`config.mk`:
```
export PLATFORM = sky130hd
export DESIGN_NAME = controller_mc
export DESIGN_NICKNAME = d
export VERILOG_FILES = /design/src/rtl/controller_mc.sv
export SDC_FILE = /design/constraint.sdc
export NUM_CORES = 1
export LEC_CHECK = 0
export BUFFER_PORTS_ARGS = -buffer_cell sky130_fd_sc_hd__buf_2
export CAP_MARGIN = 40
export CORE_MARGIN = 4
export CORE_UTILIZATION = 38
export CTS_CLUSTER_DIAMETER = 120
export DETAILED_ROUTE_END_ITERATION = 8
export PLACE_DENSITY_LB_ADDON = 0.15
export SYNTH_ARGS = -nofsm -noshare
export SYNTH_HDL_FRONTEND = slang
export SYNTH_SLANG_ARGS = --single-unit
```
`constraint.sdc`:
```
create_clock -name clk -period 1.74 [get_ports clk]
set_input_delay 0 -clock clk [delete_from_list [all_inputs] [get_ports clk]]
set_output_delay 0 -clock clk [all_outputs]
set_load 0.05 [all_outputs]
```
`src/rtl/controller_mc.sv`:
```
// Multicycle instruction-sequencing controller: fetch, decode, jump, execute,
// multicycle ALU wait, register store, halt and a sticky error state.
module controller_mc #(
  parameter int OP_W    = 4,
  parameter int ALU_W   = 4,
  parameter int TIMEOUT = 16
) (
  input  logic             clk,
  input  logic             CLB,
  input  logic             z,
  input  logic             c,
  input  logic [OP_W-1:0]  op,
  input  logic             mem_ready,
  input  logic             alu_done,
  input  logic             resume,
  output logic             LoadIR,
  output logic             IncPC,
  output logic             SelPC,
  output logic             LoadPC,
  output logic             LoadReg,
  output logic             LoadAcc,
  output logic [1:0]       SelACC,
  output logic [ALU_W-1:0] SelALU,
  output logic             alu_start,
  output logic             halted,
  output logic             illegal,
  output logic [3:0]       state_o
);

  typedef enum logic [3:0] {
    S_INIT    = 4'd0,
    S_FETCH   = 4'd1,
    S_INCPC   = 4'd2,
    S_JUMP    = 4'd3,
    S_EXEC    = 4'd4,
    S_ALUWAIT = 4'd5,
    S_STREG   = 4'd6,
    S_HALT    = 4'd7,
    S_ERR     = 4'd8
  } state_t;

  localparam logic [3:0] OP_NOP  = 4'b0000;
  localparam logic [3:0] OP_ADD  = 4'b0001;
  localparam logic [3:0] OP_SUB  = 4'b0010;
  localparam logic [3:0] OP_NOR  = 4'b0011;
  localparam logic [3:0] OP_MOVR = 4'b0100;
  localparam logic [3:0] OP_MOVA = 4'b0101;
  localparam logic [3:0] OP_JZRS = 4'b0110;
  localparam logic [3:0] OP_JZIM = 4'b0111;
  localparam logic [3:0] OP_JCRS = 4'b1000;
  localparam logic [3:0] OP_JCIM = 4'b1010;
  localparam logic [3:0] OP_SHL  = 4'b1011;
  localparam logic [3:0] OP_SHR  = 4'b1100;
  localparam logic [3:0] OP_LDIM = 4'b1101;
  localparam logic [3:0] OP_HALT = 4'b1111;

  localparam int             CNT_W    = (TIMEOUT > 2) ? $clog2(TIMEOUT) : 1;
  localparam logic [CNT_W-1:0] CNT_LAST = CNT_W'(TIMEOUT - 1);

  state_t           state_q, state_d;
  logic [3:0]       op_q, op_d;
  logic [CNT_W-1:0] cnt_q, cnt_d;
  logic             op_hi_nz;

  // Opcode bits above [3:0] are reserved; any set bit makes the opcode illegal.
  assign op_hi_nz = (op >> 4) != '0;
  assign state_o  = state_q;

  always_comb begin
    state_d   = state_q;
    op_d      = op_q;
    LoadIR    = 1'b0;
    IncPC     = 1'b0;
    SelPC     = 1'b0;
    LoadPC    = 1'b0;
    LoadReg   = 1'b0;
    LoadAcc   = 1'b0;
    SelACC    = 2'b00;
    SelALU    = '0;
    alu_start = 1'b0;
    halted    = 1'b0;
    illegal   = 1'b0;

    case (state_q)
      S_INIT: state_d = S_FETCH;

      S_FETCH: begin
        if (mem_ready) begin
          LoadIR  = 1'b1;
          state_d = S_INCPC;
        end else if (cnt_q == CNT_LAST) begin
          state_d = S_ERR;
        end
      end

      // Decode uses the live opcode and flags; later states only see op_q.
      S_INCPC: begin
        IncPC = 1'b1;
        op_d  = op[3:0];
        if (op_hi_nz) begin
          state_d = S_ERR;
        end else begin
          case (op[3:0])
            OP_ADD, OP_SUB, OP_NOR, OP_SHL, OP_SHR,
            OP_MOVR, OP_LDIM:  state_d = S_EXEC;
            OP_MOVA:           state_d = S_STREG;
            OP_JZRS, OP_JZIM:  state_d = z ? S_JUMP : S_FETCH;
            OP_JCRS, OP_JCIM:  state_d = c ? S_JUMP : S_FETCH;
            OP_NOP:            state_d = S_FETCH;
            OP_HALT:           state_d = S_HALT;
            default:           state_d = S_ERR;
          endcase
        end
      end

      S_JUMP: begin
        LoadPC  = 1'b1;
        SelPC   = (op_q == OP_JZRS) || (op_q == OP_JCRS);
        state_d = S_FETCH;
      end

      S_EXEC: begin
        case (op_q)
          OP_ADD, OP_SUB, OP_NOR, OP_SHL, OP_SHR: begin
            alu_start = 1'b1;
            SelALU    = ALU_W'(op_q);
            state_d   = S_ALUWAIT;
          end
          OP_MOVR: begin
            LoadAcc = 1'b1;
            SelACC  = 2'b10;
            state_d = S_FETCH;
          end
          OP_LDIM: begin
            LoadAcc = 1'b1;
            SelACC  = 2'b11;
            state_d = S_FETCH;
          end
          default: state_d = S_ERR;
        endcase
      end

      S_ALUWAIT: begin
        SelALU = ALU_W'(op_q);
        if (alu_done) begin
          LoadAcc = 1'b1;
          SelACC  = 2'b00;
          state_d = S_FETCH;
        end else if (cnt_q == CNT_LAST) begin
          state_d = S_ERR;
        end
      end

      S_STREG: begin
        LoadReg = 1'b1;
        state_d = S_FETCH;
      end

      S_HALT: begin
        halted = 1'b1;
        if (resume) state_d = S_FETCH;
      end

      S_ERR: illegal = 1'b1;

      default: state_d = S_INIT;
    endcase

    // Wait counter restarts on any transition and saturates instead of wrapping.
    if (state_d != state_q)    cnt_d = '0;
    else if (cnt_q != CNT_LAST) cnt_d = cnt_q + 1'b1;
    else                        cnt_d = cnt_q;
  end

  always_ff @(posedge clk or posedge CLB) begin
    if (CLB) begin
      state_q <= S_INIT;
      op_q    <= 4'b0000;
      cnt_q   <= '0;
    end else begin
      state_q <= state_d;
      op_q    <= op_d;
      cnt_q   <= cnt_d;
    end
  end

endmodule

```
==> results.sh <==
export IMPL_status="finished with violations"
export IMPL_violations="setup timing"
export IMPL_synth_top_area_frac=0.282
export IMPL_critPathBufInv=1
export IMPL_synth_compound_area_frac=0.200
export IMPL_drt_iter0_drc=45
export IMPL_end_kind="register"
export IMPL_grt_usage=0.187
export IMPL_fin_nets=189
export IMPL_rsz0062_at_grt="yes"
export IMPL_worstSkewPairLatency_ns=0.28
export IMPL_synthArstFlopShare=1.00
export IMPL_maxSlewHeadroom=0.679
export IMPL_synth_ff_type="dfrtp_1"
export IMPL_crit_type="reg -> reg"
export IMPL_finClkSkew_ns=0.0108
export IMPL_hold_violations=0
export IMPL_cellLeakagePower_nw=0.778
export IMPL_numCtsBuffers=3
export IMPL_fin_hold_ws_ns=0.0477
export IMPL_worstPathCellList="nand2b_4 > nor3_4 > o311ai_4 > o211ai_1 > nand4_1 > buf_4 > nor3_1"
export IMPL_synthMuxAreaShare=0.0611
export IMPL_clock_sinks=12
export IMPL_fin_crit_ns=1.81
export IMPL_synth_fa_ha_area_frac=0.0118
export IMPL_num_vias=1122
export IMPL_worstPathMaxFanout=5
export IMPL_dp_final_hpwl_mm=2.31
export IMPL_vdd_drop_max_v=0.00121
export IMPL_clock_fmax_mhz=553
export IMPL_core_area_um2=2570
export IMPL_syn_nets=128
export IMPL_yosysTopAreaCell="dfrtp_1"
export IMPL_yosysSeqAreaShare=0.282
export IMPL_cp_required_ns=1.94
export IMPL_htree_levels=1
export IMPL_worst_slack_ns=-0.0686
export IMPL_first_global_vias=1069
export IMPL_start_util=0.415
export IMPL_io_buffers=29
export IMPL_cts_tree="yes"
export IMPL_ys_types=51
export IMPL_die_h_um=60.9
export IMPL_crit_path_start_kind="register"
export IMPL_crit_slowest_cell="dfrtp_4"
export IMPL_areaGrowthSynthToFinish_pct=63.2
export IMPL_setup_violations=7
export IMPL_synthCells=116
export IMPL_diodes=0
export IMPL_wire_per_inst_um=14.5
export IMPL_grt_pass1_wl_mm=5.17
export IMPL_ys_top_cells_by_area="dfrtp_1, nor3_1, o311ai_4"
export IMPL_vias_per_cell=5.45
export IMPL_max_stage_delay_ns=0.51
export IMPL_power_total_mw=3.11
export IMPL_gp_congestion=0.879
export IMPL_placed_area_um2=1500
export IMPL_fin_area_um2=1740
export IMPL_clk_path_buf_depth=2
export IMPL_synthXorXnorAreaFrac=0.0317
export IMPL_synth_simple_area_share=0.350
export IMPL_ant_nets=0
export IMPL_grt_max_degree=13
export IMPL_final_layout_size_suffix_gt1_frac=0.591
export IMPL_syn_avg_cell_area_um2=9.18
export IMPL_row_count=18
export IMPL_cts_clk_slew_worst_paths_ns=0.08
export IMPL_cts_root_buf="clkbuf_4"
export IMPL_firstDrtPassIters=4
export IMPL_fill_cells=202
export IMPL_synth_top_family_by_area="simple AND/OR/NAND/NOR gates"
export IMPL_syn_area_um2=1060
export IMPL_synth_seq_cells=12
export IMPL_fp_dieW_um=60.9
export IMPL_synth_edf_count=0
export IMPL_power_density_nw_per_um2=1790
export IMPL_post_route_period_util=1.04
export IMPL_drv_cap=0
export IMPL_die_area_um2=3710
export IMPL_yosys_warnings=0
export IMPL_crit_arrival_ns=2.01
export IMPL_io_pins=30
export IMPL_hp_class="in -> reg"
export IMPL_critPathTopFamily="simple AND/OR/NAND/NOR gates"
export IMPL_route_detailed_drc=0
export IMPL_antenna_found_initial=0
export IMPL_worstMarginPinSlew_ns=0.481
export IMPL_grt_ovfl_total=0
export IMPL_report_final_slew_viol_count=0
export IMPL_drt_wl_total_mm=2.99
area by class of cell:
| cell class | count | area (um^2) | share of cell area |
|---|---|---|---|
| Timing Repair Buffer | 63 | 450 | 0.259 |
| Inverter | 6 | 27.5 | 0.0158 |
| Sequential cell | 12 | 309 | 0.178 |
| Clock buffer | 4 | 36.3 | 0.0209 |
| Tap cell | 30 | 37.5 | 0.0216 |
| Multi-Input combinational cell | 91 | 877 | 0.505 |
per-layer routing:
| metal | vias up | share of wire | track usage | routed length (um) |
|---|---|---|---|---|
| met5 | - | 0 | 0 | 0 |
| met4 | 0 | 0.0077 | 0.0619 | 23 |
| met3 | 4 | 0.056 | 0.0319 | 167 |
| met2 | 28 | 0.49 | 0.307 | 1450 |
| met1 | 534 | 0.45 | 0.249 | 1350 |
| li1 | 556 | - | - | - |
sequential cells by signal, indices dropped and copies added (netlist names):
register and cells:
cnt_q 4, op_q 4, state_o 4
Yosys cell counts, types with 3 or more instances:
library cell / number
dfrtp_1: 12
nor3_1: 11
nor2_1: 7
nand2b_1: 6
nand2_1: 5
mux2_1: 4
nor2b_1: 4
and2_1: 3
clkbuf_1: 3
inv_1: 3
inv_2: 3
nand3_1: 3
kinds of logic after synthesis:
family          Yosys count
buf+inv                  13
xor+xnor                  3
mux                       6
simple gates             57
compound gates           24
fa+ha+maj                 1
flops                    12
per-stage QoR:
step | utilization | setup slack, ns | TNS (ns) | instances
after CTS | 0.661 | -0.0497 | -0.144 | 205
after global routing | 0.677 | -0.139 | -0.987 | 206
final | 0.677 | -0.0686 | -0.248 | 206
after detailed placement | 0.585 | -0.0677 | -0.134 | 193
after global placement | 0.585 | -0.0268 | -0.0883 | 193
after floorplan | - | -0.101 | -0.355 | 116
timing repair:
| action | 4_1_cts | 5_1_grt |
|---|---|---|
| resized for setup | 24 | 9 |
| hold endpoints to repair | 13 | 0 |
| setup buffers | 6 | 1 |
| setup endpoints to repair | 12 | 12 |
| hold buffers | 2 | 0 |
| pin swaps | 7 | 4 |
layout by cell type (no fill, tap or decap), types with 4 or more instances in the layout:
master and instances:
nand2b_1 4, dfrtp_1 7, mux2_1 4, dfrtp_2 4
nor3_1 6, buf_6 6, clkbuf_4 4, buf_4 34
nand2_1 4, nor2b_1 4, buf_2 20
where the power goes:
| group | switching [mW] | internal (mW) | total (mW) |
|---|---|---|---|
| clock network | 0.0968 | 0.127 | 0.224 |
| registers | 0.149 | 0.393 | 0.542 |
| logic | 1.30 | 1.04 | 2.34 |
worst paths after layout:
check                           cells after the start                   end  slack, ns                  from
worst max-delay path                                7  cnt_q[2]$_DFFE_PP0P_      -0.07  state_o[3]$_DFF_PP0_
worst min-delay path                                2   op_q[3]$_DFFE_PP0P_       0.05                 op[3]
max in group asynchronous                           3   op_q[2]$_DFFE_PP0P_       1.11                   CLB
worst min register to register                      1   op_q[0]$_DFFE_PP0P_       0.55   op_q[0]$_DFFE_PP0P_
min in group asynchronous                           3  cnt_q[0]$_DFFE_PP0P_       0.27                   CLB
worst max register to register                      7  cnt_q[2]$_DFFE_PP0P_      -0.07  state_o[3]$_DFF_PP0_
Power figures use the tool's default switching activity.
